File: config.mk
export PLATFORM = sky130hd
export DESIGN_NAME = beacon_detector
export DESIGN_NICKNAME = d
export VERILOG_FILES = /design/src/rtl/beacon_pkg.sv /design/src/rtl/beacon_watchdog.sv /design/src/rtl/beacon_detector.sv
export SDC_FILE = /design/constraint.sdc
export NUM_CORES = 1
export LEC_CHECK = 0
export CELL_PAD_IN_SITES_DETAIL_PLACEMENT = 1
export CELL_PAD_IN_SITES_GLOBAL_PLACEMENT = 1
export CORE_MARGIN = 3
export CORE_UTILIZATION = 43
export CTS_CLUSTER_DIAMETER = 60
export DETAILED_ROUTE_END_ITERATION = 16
export PLACE_DENSITY = 0.86
export REMOVE_ABC_BUFFERS = 1
export SETUP_SLACK_MARGIN = 0.02
export SYNTH_ARGS = -nofsm -noshare
export SYNTH_HDL_FRONTEND = slang
export SYNTH_SLANG_ARGS = --single-unit
File: constraint.sdc
create_clock -name clk -period 2.8 [get_ports clk]
set_input_delay 0.28 -clock clk [delete_from_list [all_inputs] [get_ports clk]]
set_output_delay 0.28 -clock clk [all_outputs]
set_load 0.02 [all_outputs]
File: src/rtl/beacon_pkg.sv
// Shared types for the beacon detector: band codes, FSM states and
// the watchdog counter width.
package beacon_pkg;

  localparam int unsigned WD_WIDTH = 24;

  typedef enum logic [1:0] {
    BAND_NONE = 2'd0,
    BAND_A    = 2'd1,
    BAND_B    = 2'd2
  } band_e;

  typedef enum logic [1:0] {
    ST_IDLE,
    ST_CONFIRM,
    ST_LOCKED
  } state_e;

endpackage

File: src/rtl/beacon_watchdog.sv
// Saturating loss-of-signal counter. It is cleared by kick and
// otherwise counts up to TIMEOUT_CYCLES.
module beacon_watchdog
  import beacon_pkg::*;
#(
  parameter int unsigned TIMEOUT_CYCLES = 50000
) (
  input  logic clk,
  input  logic rst_n,
  input  logic kick,
  output logic expired
);

  localparam logic [WD_WIDTH-1:0] LIMIT = WD_WIDTH'(TIMEOUT_CYCLES);
  localparam logic [WD_WIDTH-1:0] ONE   = WD_WIDTH'(1);

  logic [WD_WIDTH-1:0] cnt_q, cnt_d;

  always_comb begin
    cnt_d = cnt_q;
    if (kick) begin
      cnt_d = '0;
    end else if (cnt_q != LIMIT) begin
      cnt_d = cnt_q + ONE;
    end
  end

  // Expiry fires on the edge at which the count reaches LIMIT, and it stays
  // asserted while saturated. A same-cycle kick always takes precedence.
  assign expired = !kick && (cnt_q >= LIMIT - ONE);

  always_ff @(posedge clk or negedge rst_n) begin
    if (!rst_n) begin
      cnt_q <= '0;
    end else begin
      cnt_q <= cnt_d;
    end
  end

endmodule

File: src/rtl/beacon_detector.sv
// Classifies measured periods into beacon bands, then debounces them into a
// locked band code. A watchdog flags signal loss.
module beacon_detector
  import beacon_pkg::*;
#(
  parameter int unsigned WIDTH          = 16,
  parameter int unsigned BAND_A_MIN     = 9500,
  parameter int unsigned BAND_A_MAX     = 10500,
  parameter int unsigned BAND_B_MIN     = 950,
  parameter int unsigned BAND_B_MAX     = 1050,
  parameter int unsigned CONFIRM        = 4,
  parameter int unsigned MISS_LIMIT     = 2,
  parameter int unsigned TIMEOUT_CYCLES = 50000
) (
  input  logic             clk,
  input  logic             rst_n,
  input  logic [WIDTH-1:0] period,
  input  logic             period_valid,
  output logic [1:0]       band,
  output logic             locked,
  output logic             lock_pulse,
  output logic             signal_lost
);

  localparam logic [3:0] CONFIRM_N = 4'(CONFIRM);
  localparam logic [3:0] MISS_N    = 4'(MISS_LIMIT);

  state_e     state_q, state_d;
  band_e      cand_q, cand_d;
  band_e      band_q, band_d;
  band_e      cls;
  logic [3:0] match_cnt_q, match_cnt_d;
  logic [3:0] miss_cnt_q, miss_cnt_d;
  logic       locked_q, locked_d;
  logic       lock_pulse_q, lock_pulse_d;
  logic       signal_lost_q, signal_lost_d;
  logic       wd_expired;

  beacon_watchdog #(
    .TIMEOUT_CYCLES(TIMEOUT_CYCLES)
  ) u_watchdog (
    .clk    (clk),
    .rst_n  (rst_n),
    .kick   (period_valid),
    .expired(wd_expired)
  );

  // Band A is checked first so that it wins on overlapping bounds.
  always_comb begin
    cls = BAND_NONE;
    if (period != '0) begin
      if (period >= WIDTH'(BAND_A_MIN) && period <= WIDTH'(BAND_A_MAX)) begin
        cls = BAND_A;
      end else if (period >= WIDTH'(BAND_B_MIN) && period <= WIDTH'(BAND_B_MAX)) begin
        cls = BAND_B;
      end
    end
  end

  always_comb begin
    state_d       = state_q;
    cand_d        = cand_q;
    band_d        = band_q;
    match_cnt_d   = match_cnt_q;
    miss_cnt_d    = miss_cnt_q;
    locked_d      = locked_q;
    lock_pulse_d  = 1'b0;
    signal_lost_d = signal_lost_q;

    if (wd_expired) begin
      state_d       = ST_IDLE;
      cand_d        = BAND_NONE;
      band_d        = BAND_NONE;
      match_cnt_d   = '0;
      miss_cnt_d    = '0;
      locked_d      = 1'b0;
      signal_lost_d = 1'b1;
    end else if (period_valid) begin
      signal_lost_d = 1'b0;
      unique case (state_q)
        ST_IDLE: begin
          if (cls != BAND_NONE) begin
            cand_d      = cls;
            match_cnt_d = 4'd1;
            state_d     = ST_CONFIRM;
            if (CONFIRM_N == 4'd1) begin
              state_d      = ST_LOCKED;
              match_cnt_d  = '0;
              miss_cnt_d   = '0;
              band_d       = cls;
              locked_d     = 1'b1;
              lock_pulse_d = 1'b1;
            end
          end
        end
        ST_CONFIRM: begin
          if (cls == BAND_NONE) begin
            state_d     = ST_IDLE;
            cand_d      = BAND_NONE;
            match_cnt_d = '0;
          end else if (cls != cand_q) begin
            cand_d      = cls;
            match_cnt_d = 4'd1;
          end else if (match_cnt_q + 4'd1 == CONFIRM_N) begin
            state_d      = ST_LOCKED;
            match_cnt_d  = '0;
            miss_cnt_d   = '0;
            band_d       = cand_q;
            locked_d     = 1'b1;
            lock_pulse_d = 1'b1;
          end else begin
            match_cnt_d = match_cnt_q + 4'd1;
          end
        end
        ST_LOCKED: begin
          if (cls == cand_q) begin
            miss_cnt_d = '0;
          end else if (miss_cnt_q + 4'd1 == MISS_N) begin
            state_d    = ST_IDLE;
            cand_d     = BAND_NONE;
            miss_cnt_d = '0;
            band_d     = BAND_NONE;
            locked_d   = 1'b0;
          end else begin
            miss_cnt_d = miss_cnt_q + 4'd1;
          end
        end
        default: state_d = ST_IDLE;
      endcase
    end
  end

  always_ff @(posedge clk or negedge rst_n) begin
    if (!rst_n) begin
      state_q       <= ST_IDLE;
      cand_q        <= BAND_NONE;
      band_q        <= BAND_NONE;
      match_cnt_q   <= '0;
      miss_cnt_q    <= '0;
      locked_q      <= 1'b0;
      lock_pulse_q  <= 1'b0;
      signal_lost_q <= 1'b1;
    end else begin
      state_q       <= state_d;
      cand_q        <= cand_d;
      band_q        <= band_d;
      match_cnt_q   <= match_cnt_d;
      miss_cnt_q    <= miss_cnt_d;
      locked_q      <= locked_d;
      lock_pulse_q  <= lock_pulse_d;
      signal_lost_q <= signal_lost_d;
    end
  end

  assign band        = band_q;
  assign locked      = locked_q;
  assign lock_pulse  = lock_pulse_q;
  assign signal_lost = signal_lost_q;

endmodule
* After elaboration in Yosys (flattened, before gate mapping)
Cells that the tools add are included.
** Word-level totals
- Register bits :: 41
- Input port bits :: 19
- Output and inout port bits :: 5
- Logic and storage cells :: 108
** Cells by class
- Add/subtract/negate cells :: 3
- Magnitude comparators :: 5
- Eq/ne operators :: 16
- Multiplexer cells :: 57
- Reductions and logical operators :: 18
** Operators by type and width (number)
- $mux 4 :: 13
- $mux 24 :: 2
- $mux 2 :: 21
- $add 24x1->24 const B :: 1
- $ge 24x16->1 const B :: 1
- $ne 24x16->1 const B :: 1
- $ne 3x2->1 const B :: 6
- $ge 16x10->1 const B :: 1
- $ge 16x14->1 const B :: 1
- $le 16x11->1 const B :: 1
- $le 16x14->1 const B :: 1
- $pmux 4 s2 :: 2
- $reduce_bool 16->1 :: 1
- $mux 1 :: 15
- $ne 4x3->1 const B :: 3
- $pmux 2 s3 :: 2
- $reduce_and 6->1 :: 2
- $add 4x1->4 const B :: 2
- $reduce_and 7->1 :: 1
- $reduce_bool 2->1 :: 3
- $reduce_bool 3->1 :: 2
- $reduce_and 5->1 :: 1
- $eq 4x2->1 const B :: 1
- $eq 4x3->1 const B :: 1
- other kinds (11) :: 14

* Longest topological paths before layout
- Depth in word-level cells :: 11
- Mapped depth :: 9
- Depth with buffers taken out :: 9

* Cells and area by module
A second synthesis with hierarchy kept.
** Unflattened totals
- Cells, all modules :: 309
- Area total of the unflattened synthesis :: 2810.2 um2
** Modules (own cells, without submodules)
- beacon_detector :: times used 1, cells an instance 162, area each 1441.4 um2, seq. area each 426.7 um2
- beacon_watchdog :: times used 1, cells an instance 147, area each 1368.8 um2, seq. area each 600.6 um2

* Least setup slack after synthesis
OpenSTA, ideal clock, no wires.
- Path kind :: input port to flip-flop
- Start :: input port period[6]
- End :: register cand_q[0]
- Setup time :: 82 ps
- Arrival :: 2496 ps
- Required time :: 2718 ps
- Slack :: 221 ps
- Stages :: 9
- Buffers on the path :: 1
- Cell sequence :: or3_1 -> or2_0 -> o32a_1 -> or3_4 -> and3_1 -> clkbuf_2 -> a221o_1 -> a211o_1 -> o22ai_1
** Between the ends
- Word-level cells in the longest chain between the ends :: 10
- Elaborated cells between the ends (all ways) :: 24
- Those cells by class :: order compare (4); eq/ne (5); mux (9); reduce/logical (6)
** Ends and longest elaborated chain
- start: declaration :: RTL line beacon_detector.sv:17 : input logic [WIDTH-1:0] period,
- $ge 16x10->1 / $le 16x11->1 (equally long branches) :: RTL line beacon_detector.sv:54 : end else if (period >= WIDTH'(BAND_B_MIN) && period <= WIDTH'(BAND_B_MAX)) begin
- $logic_and 1x1->1 :: RTL line beacon_detector.sv:54
- $mux 2 :: RTL line beacon_detector.sv:54
- $mux 2 :: RTL line beacon_detector.sv:52 : if (period >= WIDTH'(BAND_A_MIN) && period <= WIDTH'(BAND_A_MAX)) begin
- $mux 2 * :: RTL line beacon_detector.sv:51 : if (period != '0) begin
- $logic_not 2->1 :: RTL line beacon_detector.sv:97 : if (cls == BAND_NONE) begin
- $mux 2 :: RTL line beacon_detector.sv:97
- $pmux 2 s3 :: RTL line beacon_detector.sv:80 : unique case (state_q)
- $mux 2 :: RTL line beacon_detector.sv:78 : end else if (period_valid) begin
- $mux 2 :: RTL line beacon_detector.sv:70 : if (wd_expired) begin
- end signal: assignment :: RTL line beacon_detector.sv:145 : cand_q <= cand_d;
- end: declaration :: RTL line beacon_detector.sv:29 : band_e cand_q, cand_d;
Every way passes the cells marked *; elsewhere a longest branch is shown, timed or not. The select of a mux whose other input is x is not followed.
A chain may end at the register's enable or synchronous reset.

* Final worst setup path
Ends and elaborated chain as after synthesis.

==> results.cfg <==
[run_status]
outcome = completed

[logic_synthesis]
yosys.area_share.xor_xnor_pct = 7.306
ys_ff_latch = 41
synth-simple-area-share_pct = 26.19
syn_area_um2 = 2517
synth-compound-area-share_pct = 17.10
yosysWarnings = 0
synth_edf_count = 0
muxShareOfSynthArea_pct = 1.243
avgSynthCellArea_um2 = 8.681
synth_fa_ha_area_share_pct = 4.473
yosys.cell_types.count = 52
synth_top_family_by_area = simple AND/OR/NAND/NOR gates
syn_inst = 290
ys_seq_area_share_pct = 40.81
ys.flop_type = dfrtp_1
async_flop_share_pct = 100.0

[pwr]
power_mw = 1.352
power.density_nw_per_um2 = 427.9
leakagePower_nw = 1.408
peakVddDrop_uv = 313.4

[routing]
wire_per_inst_um = 17.30
wl_um = 7213
drc = 0
drtIter0Drc = 67
vias = 2437
vias_per_cell = 5.844
postRouteAntennaNets = 0
drt_pre_antenna_iters = 4

[clock_tree]
cts-root-buf = clkbuf_8
clock_sinks = 41
cts.reportedPaths.clkPinSlew_ns = 0.08
ctsHoldBuffers = 0
tritoncts = built
htree_levels = 2
insertion_delay_ns = 0.30
clk_path_buf_depth = 2
cts_buffers = 5

[worst_setup_path]
regToRegStartpoint = u_watchdog.cnt_q[1]$_DFFE_PN0P_
cp.arrival_ns = 2.95
crit_start = period[6]
worstSetupPathType = primary input to flop
worstSetupStartpointType = primary input
worstPathRequired_ns = 3.02
worstSetupEndpointType = flop
critical_path.max_fanout = 5

[timing]
fin_skew_ns = 0.005054
fin_crit_ns = 2.726
finalWorstSetupSlack_ns = 0.07437
relSlewSlack_pct = 38.50
fmax_ghz = 0.3669
hold_viol_final = 0
finalSetupViolCount = 0
finalCritPeriodShare_pct = 97.34
worstMarginPinSlew_ns = 0.9225
slew_violations = 0

[placed_design]
dp_hpwl_um = 5266
placed_cells = 409
pre_cts_ws_ns = -0.2874
port_buffers = 23
place_congestion = 0.8801

[global_routing]
antenna_found_initial = 0
grt_max_degree = 42
grt_pass1_vias = 2498
globalRouteOverflowTotal = 0
grt_pass1_wl_um = 11550
track_usage_pct = 21.84

[final_layout]
nFillCells = 664
final_cell_mix = nor2_1, dfrtp_1, buf_4
drive_above_1_share_pct = 15.65
diodes = 0
area_growth_pct = 25.50
final_cells = 417
final_common_cell = nor2_1
nets = 372
final_util_pct = 56.68

[floorplanning]
core_um2 = 5574
io_pins = 24
die_y_um = 82.52
num_rows = 27
initial_core_util_pct = 45.16
fp.dieW_um = 82.52
dieArea_um2 = 6809

[job]
cap_violations = 0

[hold_path]
hp-class = primary input to asynchronous set/reset pin
## worst paths after layout
check                           slack, ns                          endpoint  cells after the start
worst max-delay path                 0.07             cand_q[0]$_DFFE_PN0P_                      9
worst min-delay path                 0.11  u_watchdog.cnt_q[15]$_DFFE_PN0P_                      1
worst max register to register       0.27         miss_cnt_q[0]$_DFFE_PN0P_                      9
worst min register to register       0.49           signal_lost$_DFFE_PN1P_                      2
max in group asynchronous            2.11   u_watchdog.cnt_q[5]$_DFFE_PN0P_                      1
min in group clk                     0.49           signal_lost$_DFFE_PN1P_                      2
## timing repair
item,4_1_cts,5_1_grt
setup endpoints to repair,0,14
gates resized for setup,0,8
buffers inserted,0,0
## kinds of logic (layout without fill, tap and decap cells)
family / count (synthesis) / count (layout)
flip-flops: 41 / 41
AO/OA/AOI/OAI: 63 / 63
buffers and inverters: 19 / 74
adder cells (fa/ha/maj): 9 / 9
XOR/XNOR: 21 / 21
AND/OR/NAND/NOR: 134 / 134
multiplexers: 3 / 3
## registers in the layout (all words and copies together), names as in the netlist
signal            flops
state_q               2
miss_cnt_q            4
lock_pulse            1
u_watchdog.cnt_q     24
signal_lost           1
cand_q                2
match_cnt_q           4
band                  2
locked                1
## power breakdown
part | total [mW] | internal, mW | switching [mW]
Sequential | 0.621 | 0.606 | 0.0153
Clock | 0.416 | 0.200 | 0.216
Combinational | 0.315 | 0.132 | 0.183
Total | 1.35 | 0.938 | 0.414
## stage by stage
step	setup TNS, ns	hold slack, ns	cell area, µm²
after global placement	-1.187	0.4561	3038
after floorplan	0	-0.01559	2490
final	0	0.1120	3159
after detailed placement	-2.501	0.4610	3038
after CTS	0	0.1439	3134
after global routing	-0.02001	0.1761	3159
## worst max-delay path, cell delays in order
cell,delay (ns)
clkdlybuf4s50_1,0.43
or3_1,0.40
or2_0,0.24
o32a_1,0.22
or3_4,0.35
and3_4,0.21
a221o_1,0.39
a211o_1,0.27
o22ai_1,0.16
## synth_stat cells, drive strengths merged (2+ instances only)
cell    instances  area (µm²)
a211oi          5       37.54
a21o            4       31.28
a21oi          12       63.81
a22o            5       43.79
a31oi           2       12.51
and2            2       12.51
and3           13       81.33
clkbuf          7       27.52
dfrtp          40        1001
ha              9       112.6
inv            12       45.04
mux2i           2       20.02
nand2          22       82.58
nand3          19       95.09
nand4           7       43.79
nor2           43       161.4
nor2b           6       37.54
nor3            5       25.02
nor4            6       37.54
o21ai          17       85.08
o22ai           2       12.51
or2             3       18.77
or3             4       30.03
xnor2           8       70.07
xor2           13       113.9
## routing by layer
layer	up-vias	GRT usage (%)	routed length, µm	share of wire, %
met5	-	0	0	0
met4	0	6.046	102	1.4
met3	12	3.688	177	2.5
met2	44	40.14	3856	53
met1	1233	26.03	3077	43
li1	1148	-	-	-
## final cells by class
| class | count | area, µm² | share of cell area [%] |
|---|---|---|---|
| well taps | 72 | 90.09 | 2.851 |
| repair buffers | 54 | 457.9 | 14.50 |
| clock buffers | 6 | 82.58 | 2.614 |
| inverters | 12 | 45.04 | 1.426 |
| flip-flops and latches | 41 | 1027 | 32.52 |
| multi-input cells | 230 | 1443 | 45.66 |
| clock inverters | 2 | 13.76 | 0.4356 |
Note: power is estimated with default switching activity, not from simulation.
